**config.mk**
```make
export PLATFORM = sky130hd
export DESIGN_NAME = jtpopeye_iobus
export DESIGN_NICKNAME = d
export VERILOG_FILES = /design/src/rtl/jtpopeye_pkg.sv /design/src/rtl/jtpopeye_coin.sv /design/src/rtl/jtpopeye_iobus.sv
export SDC_FILE = /design/constraint.sdc
export NUM_CORES = 1
export LEC_CHECK = 0
export BUFFER_PORTS_ARGS = -buffer_cell sky130_fd_sc_hd__buf_4
export CAP_MARGIN = 10
export CORE_AREA = 4 4 97 99
export CTS_BUF_LIST = sky130_fd_sc_hd__clkbuf_4
export DETAILED_ROUTE_END_ITERATION = 7
export DIE_AREA = 0 0 101 103
export PLACE_DENSITY = 0.65
export SLEW_MARGIN = 0
export SYNTH_ARGS = -nofsm -noshare
export SYNTH_HDL_FRONTEND = slang
export SYNTH_SLANG_ARGS = --single-unit
```
**constraint.sdc**
```tcl
create_clock -name clk -period 3.9 [get_ports clk]
set_input_delay 0.975 -clock clk [delete_from_list [all_inputs] [get_ports clk]]
set_output_delay 0.975 -clock clk [all_outputs]
set_load 0.02 [all_outputs]
```
**src/rtl/jtpopeye_pkg.sv**
```systemverilog
// Popeye I/O bus shared definitions.
// Port numbers and I/O cycle FSM encoding.
package jtpopeye_pkg;

  localparam logic [2:0] IO_P1      = 3'd0;
  localparam logic [2:0] IO_P2      = 3'd1;
  localparam logic [2:0] IO_SYS     = 3'd2;
  localparam logic [2:0] IO_AY      = 3'd3;
  localparam logic [2:0] IO_SEC0    = 3'd4;
  localparam logic [2:0] IO_SEC1    = 3'd5;
  localparam logic [2:0] IO_AY_ADDR = 3'd0;
  localparam logic [2:0] IO_AY_DATA = 3'd1;

  typedef enum logic [1:0] {
    ST_IDLE,
    ST_STROBE,
    ST_CAPTURE,
    ST_DONE
  } io_state_t;

endpackage

```
**src/rtl/jtpopeye_coin.sv**
```systemverilog
// Coin pulse stretcher: a falling edge holds the
// active-low output for 2^COIN_W-1 cen ticks.
module jtpopeye_coin #(
  parameter int COIN_W = 12
) (
  input  logic clk,
  input  logic rst_n,
  input  logic cen,
  input  logic coin_n,
  output logic coin
);

  logic              last;
  logic [COIN_W-1:0] cnt;

  always_ff @(posedge clk or negedge rst_n) begin
    if (!rst_n) begin
      last <= 1'b1;
      cnt  <= '0;
    end else if (cen) begin
      last <= coin_n;
      if (last && !coin_n)
        cnt <= '1;
      else if (cnt != '0)
        cnt <= cnt - 1'b1;
    end
  end

  assign coin = (cnt == '0);

endmodule

```
**src/rtl/jtpopeye_iobus.sv**
```systemverilog
// Z80 I/O port front end for Popeye: port decode,
// WAIT stretching and peripheral strobes.
module jtpopeye_iobus #(
  parameter int COIN_W = 12
) (
  input  logic       clk,
  input  logic       rst_n,
  input  logic       cen,
  input  logic       iorq_n,
  input  logic       m1_n,
  input  logic       rd_n,
  input  logic       wr_n,
  input  logic [2:0] addr,
  input  logic [7:0] cpu_dout,
  output logic [7:0] cpu_din,
  output logic       wait_n,
  input  logic [7:0] p1,
  input  logic [7:0] p2,
  input  logic [1:0] coin_n,
  input  logic [5:0] sys,
  input  logic [7:0] sec_dout,
  output logic [7:0] sec_din,
  output logic       sec_rd_n,
  output logic       sec_wr_n,
  output logic       sec_a0,
  input  logic [7:0] ay_dout,
  output logic [7:0] ay_din,
  output logic       ay_bdir,
  output logic       ay_bc1
);

  import jtpopeye_pkg::*;

  io_state_t  st, st_nx;
  logic       armed;
  logic [2:0] a_q, a_nx;
  logic       wr_q, wr_nx;
  logic [1:0] coin_s;
  logic       valid, is_sec, is_wr;
  logic [7:0] rd_mux;

  logic       wait_nx, srd_nx, swr_nx, a0_nx;
  logic       bdir_nx, bc1_nx;
  logic [7:0] sdin_nx, aydin_nx, din_nx;

  jtpopeye_coin #(.COIN_W(COIN_W)) u_coin0 (
    .clk    (clk),
    .rst_n  (rst_n),
    .cen    (cen),
    .coin_n (coin_n[0]),
    .coin   (coin_s[0])
  );

  jtpopeye_coin #(.COIN_W(COIN_W)) u_coin1 (
    .clk    (clk),
    .rst_n  (rst_n),
    .cen    (cen),
    .coin_n (coin_n[1]),
    .coin   (coin_s[1])
  );

  // armed blocks a held access from re-running after reset
  assign valid  = armed && !iorq_n && m1_n
               && (!rd_n || !wr_n);
  assign is_sec = (addr[2:1] == 2'b10);
  assign is_wr  = !wr_n;

  always_comb begin
    rd_mux = 8'hFF;
    unique case (a_q)
      IO_P1:   rd_mux = p1;
      IO_P2:   rd_mux = p2;
      IO_SYS:  rd_mux = {sys, coin_s};
      IO_AY:   rd_mux = ay_dout;
      IO_SEC0: rd_mux = sec_dout;
      IO_SEC1: rd_mux = sec_dout;
      default: rd_mux = 8'hFF;
    endcase
  end

  always_comb begin
    st_nx    = st;
    wait_nx  = wait_n;
    srd_nx   = 1'b1;
    swr_nx   = 1'b1;
    bdir_nx  = 1'b0;
    bc1_nx   = 1'b0;
    a0_nx    = sec_a0;
    sdin_nx  = sec_din;
    aydin_nx = ay_din;
    din_nx   = cpu_din;
    a_nx     = a_q;
    wr_nx    = wr_q;
    unique case (st)
      ST_IDLE: if (valid) begin
        st_nx   = ST_STROBE;
        wait_nx = 1'b0;
        a_nx    = addr;
        wr_nx   = is_wr;
        unique case (1'b1)
          (is_wr && is_sec): begin
            swr_nx  = 1'b0;
            a0_nx   = addr[0];
            sdin_nx = cpu_dout;
          end
          (is_wr && addr == IO_AY_ADDR): begin
            bdir_nx  = 1'b1;
            bc1_nx   = 1'b1;
            aydin_nx = cpu_dout;
          end
          (is_wr && addr == IO_AY_DATA): begin
            bdir_nx  = 1'b1;
            aydin_nx = cpu_dout;
          end
          (!is_wr && is_sec): begin
            srd_nx = 1'b0;
            a0_nx  = addr[0];
          end
          (!is_wr && addr == IO_AY):
            bc1_nx = 1'b1;
          default: ;
        endcase
      end
      ST_STROBE:
        st_nx = ST_CAPTURE;
      ST_CAPTURE: begin
        st_nx = ST_DONE;
        if (!wr_q)
          din_nx = rd_mux;
      end
      ST_DONE: begin
        wait_nx = 1'b1;
        if (iorq_n)
          st_nx = ST_IDLE;
      end
    endcase
  end

  always_ff @(posedge clk or negedge rst_n) begin
    if (!rst_n) begin
      st       <= ST_IDLE;
      armed    <= 1'b0;
      a_q      <= '0;
      wr_q     <= 1'b0;
      wait_n   <= 1'b1;
      sec_rd_n <= 1'b1;
      sec_wr_n <= 1'b1;
      sec_a0   <= 1'b0;
      sec_din  <= '0;
      ay_bdir  <= 1'b0;
      ay_bc1   <= 1'b0;
      ay_din   <= '0;
      cpu_din  <= 8'hFF;
    end else if (cen) begin
      st       <= st_nx;
      a_q      <= a_nx;
      wr_q     <= wr_nx;
      wait_n   <= wait_nx;
      sec_rd_n <= srd_nx;
      sec_wr_n <= swr_nx;
      sec_a0   <= a0_nx;
      sec_din  <= sdin_nx;
      ay_bdir  <= bdir_nx;
      ay_bc1   <= bc1_nx;
      ay_din   <= aydin_nx;
      cpu_din  <= din_nx;
      if (iorq_n)
        armed <= 1'b1;
      else if (st == ST_IDLE && valid)
        armed <= 1'b0;
    end
  end

endmodule

```
==> run summary, run 1 <==
status -> finished, final reports clean
die height -> 103 um
WP data required -> 4.18 ns
most common cell after layout, fill and taps aside -> buf_4
layout cells sized above 1 -> 41.1%
Setup-failing EPs final -> 0
initial antenna violation count -> 0
Synth Instances -> 301
Slowest-stage cell, CP -> nor4b_4
Die ar. -> 10400 um2
Clock Skew -> 0.0189 ns
most frequent cells in the layout -> buf_4 (87), dfrtp_1 (50), mux2_2 (28)
Setup crit end kind -> flip-flop
CORE AREA -> 8550 um2
sequential share of the synthesized area -> 47.9%
setup tns final -> 0 ns
clock buffer depth -> 2
fmax -> 406 MHz
Hold Startpoint -> cpu_din[2]$_DFFE_PN1P_
largest net degree at the start of global routing -> 64
leakage -> 1.84 nW
CTS Buf Count -> 9
startpoint types -> input pin
Fin. Hold Viols -> 0
post-layout util -> 49.1%
Antenna diodes -> 0
WS Path Type -> in -> reg
vias in the first global route -> 2641
Synth-to-Final Area Change -> 26.4%
clock period minus worst slack -> 2.46 ns
P per Cell Area -> 512 nW/um2
library cells used by synthesis -> 59
CTS tree -> yes
wire length per cell -> 15.2 um
critical-path cell list -> buf_4 -> and4b_1 -> nand3_4 -> nor4b_4 -> mux2_2
Clock transition at path regs -> 0.12 ns
Starting DRT DRC Count -> 150
routability-driven placement congestion ratio -> 0.744
Die W -> 101 um
Site Rows -> 34
DRT antenna net count -> 0
MaxCap Viol Count -> 0
vias -> 2723
Final Hold Slack -> 0.463 ns
Post-synth ARST share -> 100%
Relative slew margins -> 48.3%
clk root buf -> clkbuf_4
EDFF count, synth -> 0
CTS H-tree lvls -> 3
Worst-Skew Late Latency -> 0.39 ns
Final Cell Area -> 4200 um2
DR pass1 iterations -> 5
starting density of the core -> 38.9%
first-pass GRT wire length -> 12.5 mm
Max IR drop VDD -> 191 uV
CP peak stage delay -> 0.62 ns
RSZ-0062 raised after global routing -> no
Primary FF master, synth -> dfrtp_1
fraction of the cycle the final worst path needs -> 63.2%
GRT Total Usage -> 15.1%
Worst EP arrival -> 2.74 ns
post-CTS setup buffers -> 0
Hold WC Path Type -> reg -> reg
Final Max Tran Viols -> 0
syn avg cell area -> 11.0 um2
GRT Residual Overflow -> 0
Worst Tran Pin Value -> 0.776 ns
CTS Sinks -> 63
I/O pin total -> 88
vias per inst -> 5.45
Post-CTS Resized -> 0
Synth Warn # -> 0
post-synth net total -> 364
post-synthesis register bit count -> 63
placed cells -> 484
hold buffers post-CTS -> 0
worst-path fanout max -> 31
Post-DP Area -> 4070 um2
Non-Filler Instances -> 500
Final HPWL DP -> 5.45 mm
Post-Syn Area -> 3320 um2
Worst setup startpoint -> cen
nets -> 450
port bufs -> 87
Total Wirelength -> 7.59 mm
# DRC -> 0
Reg2Reg Launch Point -> st[0]$_DFFE_PN0P_
[synth_stat cells, types with 4 or more instances]
master,count,share of area [%]
a21oi_1,15,2.3
a311oi_1,5,1.3
and3_1,5,0.94
clkbuf_1,8,0.90
dfrtp_1,50,38
dfstp_2,13,10
ha_1,5,1.9
inv_1,14,1.6
mux2_2,28,9.5
mux2i_1,6,1.8
mux4_2,4,2.7
nand2_1,19,2.1
nand2b_1,5,0.94
nand3_1,11,1.7
nor2_1,19,2.1
nor3_1,6,0.90
o21ai_0,12,1.8
o31ai_1,7,1.6
or3_1,4,0.75
[layer usage]
metal | global-route usage [%] | share of wire [%] | routed length (um) | vias to the layer above
met5 | 0 | 0 | 0 | -
met4 | 5.73 | 1.2 | 89 | 0
met3 | 4.26 | 8.9 | 678 | 9
met2 | 23.3 | 45 | 3380 | 100
met1 | 20.4 | 45 | 3440 | 1302
li1 | - | - | - | 1312
[state kept, by name (all words and copies together) (netlist names)]
name	flops
ay_bdir	1
a_q	3
st	2
cpu_din	8
wr_q	1
ay_bc1	1
sec_rd_n	1
ay_din	8
wait_n	1
u_coin1.last	1
u_coin0.last	1
sec_a0	1
u_coin0.cnt	12
sec_din	8
sec_wr_n	1
u_coin1.cnt	12
armed	1
[area by class of cell]
| cell class | instances | area [um2] |
|---|---|---|
| tap | 108 | 135 |
| sequential | 63 | 1590 |
| clock inverter | 6 | 61.3 |
| timing repair buffer | 87 | 653 |
| inverter | 14 | 52.6 |
| fill | 804 | 4350 |
| clock buffer | 10 | 75.1 |
| multi-input combinational | 212 | 1630 |
[power by group]
| part | switching [W] | leakage, nW | internal (W) | total, W |
|---|---|---|---|---|
| Sequential | 0.000172 | 0.703 | 0.000823 | 0.000995 |
| Clock | 0.000237 | 0.0761 | 0.000201 | 0.000438 |
| Combinational | 0.000344 | 1.06 | 0.000375 | 0.000719 |
[final timing paths]
check                                         endpoint  slack, ns  cells after the start
max                             sec_din[3]$_DFFE_PN0P_       1.44                      5
min                             cpu_din[2]$_DFFE_PN1P_       0.46                      2
max reg2reg                     sec_din[3]$_DFFE_PN0P_       1.62                      6
min reg2reg                     cpu_din[2]$_DFFE_PN1P_       0.46                      2
max in group asynchronous  u_coin0.cnt[11]$_DFFE_PN0P_       2.74                      1
min in group asynchronous   u_coin0.cnt[9]$_DFFE_PN0P_       0.66                      1
[kinds of logic after synthesis]
family                   synth area share (%)
AO/OA/AOI/OAI                            13.9
AND/OR/NAND/NOR                          19.3
buffers and inverters                    3.01
adder cells (fa/ha/maj)                  1.88
multiplexers                             14.0
flip-flops                               47.9
[metrics by stage]
step,power (W),setup slack [ns]
after floorplan,0.00145,1.52
after global placement,0.00171,1.04
after detailed placement,0.00174,1.01
after CTS,0.00218,1.43
after global routing,0.00231,1.35
final,0.00215,1.44
[critical path, delay by kind of cell]
kind	cells	cell delay, ns
muxes	1	0.40
buffers and inverters	1	0.27
and+or+nand+nor	3	1.08
(Power assumes the default switching activity.)
==> inputs of run 2 (changes only) <==
==> constraint.sdc (replaced) <==
create_clock -name clk -period 2.4 [get_ports clk]
set_input_delay 0.6 -clock clk [delete_from_list [all_inputs] [get_ports clk]]
set_output_delay 0.6 -clock clk [all_outputs]
set_load 0.02 [all_outputs]
==> run summary, run 2 (synthesis gave the netlist of run 1 again) <==
largest net degree at the start of global routing -> 64
post-layout util -> 50.2%
WS Path Type -> reg -> reg
startpoint types -> flip-flop
P per Cell Area -> 843 nW/um2
GRT Total Usage -> 15.0%
nets -> 460
clk root buf -> clkbuf_4
Die ar. -> 10400 um2
Top Metal Used -> met4
Worst R2R End -> ay_din[2]$_DFFE_PN0P_
post-CTS setup buffers -> 0
vias per inst -> 5.38
Clock transition at path regs -> 0.11 ns
Final Hold Slack -> 0.263 ns
initial antenna violation count -> 0
WL met1 -> 3.46 mm
Starting DRT DRC Count -> 93
wire length per cell -> 15.0 um
Hold WC Path Type -> in -> async
Setup-failing EPs final -> 0
Worst EP arrival -> 2.47 ns
layout cells sized above 1 -> 42.1%
Relative slew margins -> 46.4%
Reg2Reg Launch Point -> st[0]$_DFFE_PN0P_
starting density of the core -> 38.9%
# DRC -> 0
status -> finished, final reports clean
setup tns final -> 0 ns
CTS Sinks -> 63
Antenna diodes -> 0
hold buffers post-CTS -> 0
Worst-Skew Late Latency -> 0.40 ns
CORE AREA -> 8550 um2
Die W -> 101 um
worst r2r path cells -> 6
routability-driven placement congestion ratio -> 0.821
MaxCap Viol Count -> 0
Max IR drop VDD -> 416 uV
vias -> 2737
Final HPWL DP -> 5.60 mm
WL met3 -> 696 um
most common cell after layout, fill and taps aside -> buf_4
Synth-to-Final Area Change -> 29.1%
Slowest-stage cell, CP -> or4_1
DR pass1 iterations -> 6
port bufs -> 87
fraction of the cycle the final worst path needs -> 90.6%
critical-path cell list -> inv_1 -> ha_1 -> and4b_1 -> nand3_4 -> or4_1 -> mux2_2
Fin. Hold Viols -> 0
Post-CTS Resized -> 0
CTS tree -> yes
Clock Skew -> 0.0134 ns
RSZ-0062 raised after global routing -> no
Site Rows -> 34
worst-path fanout max -> 9
CP peak stage delay -> 0.64 ns
Final Max Tran Viols -> 0
I/O pin total -> 88
DRT antenna net count -> 0
Total Wirelength -> 7.65 mm
reg2reg setup slack -> 0.23 ns
leakage -> 1.89 nW
vias in the first global route -> 2624
GRT Residual Overflow -> 0
CTS H-tree lvls -> 3
first-pass GRT wire length -> 12.5 mm
met2 wire length -> 3.38 mm
fmax -> 460 MHz
Setup crit end kind -> flip-flop
clock buffer depth -> 2
WP data required -> 2.70 ns
clock period minus worst slack -> 2.17 ns
Top Registers -> u_coin0.cnt (12), u_coin1.cnt (12)
die height -> 103 um
Worst Tran Pin Value -> 0.804 ns
most frequent cells in the layout -> buf_4 (97), dfrtp_1 (50), mux2_2 (28)
CTS Buf Count -> 9
[run 2: worst max-delay path by stage]
stage	startpoint	end	slack, ns	cells after the start
6_report	st[0]$_DFFE_PN0P_	ay_din[2]$_DFFE_PN0P_	0.23	6
5_1_grt	u_coin1.cnt[0]$_DFFE_PN0P_	u_coin1.cnt[0]$_DFFE_PN0P_	0.07	6
4_1_cts	st[0]$_DFFE_PN0P_	ay_din[2]$_DFFE_PN0P_	0.19	6
3_5_place_dp	iorq_n	ay_din[1]$_DFFE_PN0P_	0.14	5
3_3_place_gp	iorq_n	ay_din[5]$_DFFE_PN0P_	0.19	5
2_1_floorplan	st[0]$_DFFE_PN0P_	sec_din[0]$_DFFE_PN0P_	0.39	6
[run 2: layout make-up]
cell class / instances / area, um2
timing repair buffer: 97 / 728
inverter: 14 / 52.6
clock buffer: 9 / 67.6
clock inverter: 6 / 85.1
tap: 108 / 135
multi-input combinational: 212 / 1630
fill: 784 / 4260
sequential: 63 / 1590
[run 2: worst max-delay path, delay by kind of cell (launching register included)]
family                   cells  cell delay (ns)
buffers and inverters        1             0.10
flip-flops                   1             0.40
multiplexers                 1             0.36
AND/OR/NAND/NOR              3             1.00
adder cells (fa/ha/maj)      1             0.22
[run 2: through the flow]
| step | cell area, um2 | setup WS (ns) | std cells | total power [W] |
|---|---|---|---|---|
| 2_1_floorplan | 3320 | 0.391 | 301 | 0.00236 |
| 3_3_place_gp | 4140 | 0.187 | 494 | 0.00280 |
| 3_5_place_dp | 4140 | 0.136 | 494 | 0.00285 |
| 4_1_cts | 4290 | 0.188 | 509 | 0.00367 |
| 5_1_grt | 4290 | 0.0666 | 509 | 0.00389 |
| 6_report | 4290 | 0.226 | 509 | 0.00362 |
[run 2: report_power, final]
group | switching [W] | leakage (nW) | internal [W] | total, W
sequential | 0.000254 | 0.703 | 0.00134 | 0.00159
clock | 0.000398 | 0.0798 | 0.000415 | 0.000814
combinational | 0.000585 | 1.11 | 0.000629 | 0.00121
total | 0.00124 | 1.89 | 0.00238 | 0.00362
[run 2: layer usage]
layer,GRT usage (%),vias up
met1,20.2,1317
met5,0,-
met3,4.87,11
met2,22.9,80
met4,5.21,0
li1,-,1329
==> inputs of run 3 (changes only) <==
==> constraint.sdc (replaced) <==
create_clock -name clk -period 2.6 [get_ports clk]
set_input_delay 0.65 -clock clk [delete_from_list [all_inputs] [get_ports clk]]
set_output_delay 0.65 -clock clk [all_outputs]
set_load 0.02 [all_outputs]
==> run summary, run 3 (synthesis gave the netlist of run 1 again) <==
Final HPWL DP -> 5.68 mm
Worst setup startpoint -> st[0]$_DFFE_PN0P_
clock buffer depth -> 2
Setup WS post-layout -> 0.316 ns
Relative slew margins -> 47.2%
fmax -> 438 MHz
RSZ-0062 raised after global routing -> no
fill cell count -> 799
startpoint types -> flip-flop
Top Registers -> u_coin0.cnt (12), u_coin1.cnt (12)
port bufs -> 87
Combinational Power Share -> 34.6%
Hold WC Path Type -> in -> async
Max IR drop VDD -> 343 uV
footprint of the multi-input gates -> 1630 um2
routability-driven placement congestion ratio -> 0.796
Clk pwr share -> 19.9%
Total Wirelength -> 7.78 mm
largest net degree at the start of global routing -> 64
most frequent cells in the layout -> buf_4 (93), dfrtp_1 (50), mux2_2 (28)
worst-path fanout max -> 10
Tot Pwr -> 0.00323 W
setup tns final -> 0 ns
Seq pwr share -> 45.5%
Worst-Skew Late Latency -> 0.40 ns
Clock Skew -> 0.0142 ns
CTS tree -> yes
leakage -> 1.86 nW
Setup crit end kind -> flip-flop
Reg2Reg Launch Point -> st[0]$_DFFE_PN0P_
reg2reg setup slack -> 0.32 ns
Fin. Hold Viols -> 0
most common cell after layout, fill and taps aside -> buf_4
worst r2r path cells -> 6
clock period minus worst slack -> 2.28 ns
post-place setup slack -> 0.206 ns
die height -> 103 um
CORE AREA -> 8550 um2
Antenna diodes -> 0
vias per inst -> 5.39
wire length per cell -> 15.4 um
GRT Residual Overflow -> 0
P per Cell Area -> 762 nW/um2
Die W -> 101 um
status -> finished, final reports clean
vias -> 2726
vias in the first global route -> 2733
CTS Sinks -> 63
post-CTS setup buffers -> 0
Switching Fraction -> 35.1%
Die ar. -> 10400 um2
Worst Tran Pin Value -> 0.792 ns
Worst R2R End -> ay_din[5]$_DFFE_PN0P_
Synth-to-Final Area Change -> 27.6%
CTS H-tree lvls -> 3
Post-CTS Resized -> 0
fraction of the cycle the final worst path needs -> 87.8%
Setup-failing EPs final -> 0
GRT Total Usage -> 15.5%
WS Path Type -> reg -> reg
clk root buf -> clkbuf_4
layout cells sized above 1 -> 41.5%
first-pass GRT wire length -> 12.9 mm
Clock transition at path regs -> 0.10 ns
Site Rows -> 34
hold buffers post-CTS -> 0
sequential cell area -> 1590 um2
CTS Buf Count -> 9
Sw Pwr -> 0.00113 W
Final Max Tran Viols -> 0
cell-internal power -> 0.00210 W
MaxCap Viol Count -> 0
Setup crit end -> ay_din[5]$_DFFE_PN0P_
starting density of the core -> 38.9%
Worst EP arrival -> 2.57 ns
DRT antenna net count -> 0
I/O pin total -> 88
# DRC -> 0
nets -> 456
Starting DRT DRC Count -> 119
WP data required -> 2.88 ns
DR pass1 iterations -> 4
initial antenna violation count -> 0
==> run 3: changes by cell type in the layout (fill, tap and decap cells not counted) <==
cell       before  now
bufinv_16       2    1
clkinv_2        1    2
inv_6           1    0
buf_4          97   93
clkinv_1        1    2
clkinv_4        0    1
==> run 3: power groups by stage <==
stage	clock network, W	logic (W)	registers (W)
final	0.000644	0.00112	0.00147
after global routing	0.000716	0.00124	0.00152
after CTS	0.000668	0.00113	0.00148
after detailed placement	0	0.00113	0.00149
after global placement	0	0.00110	0.00148
after floorplan	0	0.000658	0.00152
==> run 3: worst min path at each step <==
stage,from,end
floorplan,rst_n,a_q[0]$_DFFE_PN0P_
global placement,cpu_din[4]$_DFFE_PN1P_,cpu_din[4]$_DFFE_PN1P_
detailed placement,cpu_din[4]$_DFFE_PN1P_,cpu_din[4]$_DFFE_PN1P_
CTS,rst_n,u_coin0.cnt[7]$_DFFE_PN0P_
global route,rst_n,u_coin1.cnt[10]$_DFFE_PN0P_
finish,rst_n,st[0]$_DFFE_PN0P_
==> run 3: layout make-up <==
class                           count  area share, %
Clock buffer                        9           1.59
Clock inverter                      7           1.50
Tap cell                          108           3.19
Sequential cell                    63           37.6
Multi-Input combinational cell    212           38.5
Inverter                           14           1.24
Timing Repair Buffer               93           16.5
==> run 3: per-layer routing <==
metal / GRT usage (%) / vias up / routed length, um
met4: 5.83 / 0 / 113
met3: 4.60 / 13 / 648
met5: 0 / - / 0
met1: 20.6 / 1306 / 3600
li1: - / 1320 / -
met2: 23.9 / 87 / 3420
==> run 3: worst max-delay path, cell delays in order (launching register included) <==
cell,delay [ns]
dfrtp_1,0.41
inv_1,0.11
ha_1,0.21
and4b_1,0.26
nand3_4,0.16
or4_1,0.67
mux2_2,0.36
==> run 3: per-stage QoR <==
step | instance area [um2] | utilization, % | hold slack, ns | instances
final | 4240 | 49.6 | 0.314 | 506
after global routing | 4240 | 49.6 | 0.377 | 506
after CTS | 4240 | 49.6 | 0.350 | 506
after detailed placement | 4110 | 48.1 | 0.446 | 490
after global placement | 4110 | 48.1 | 0.445 | 490
after floorplan | 3320 | - | 0.354 | 301
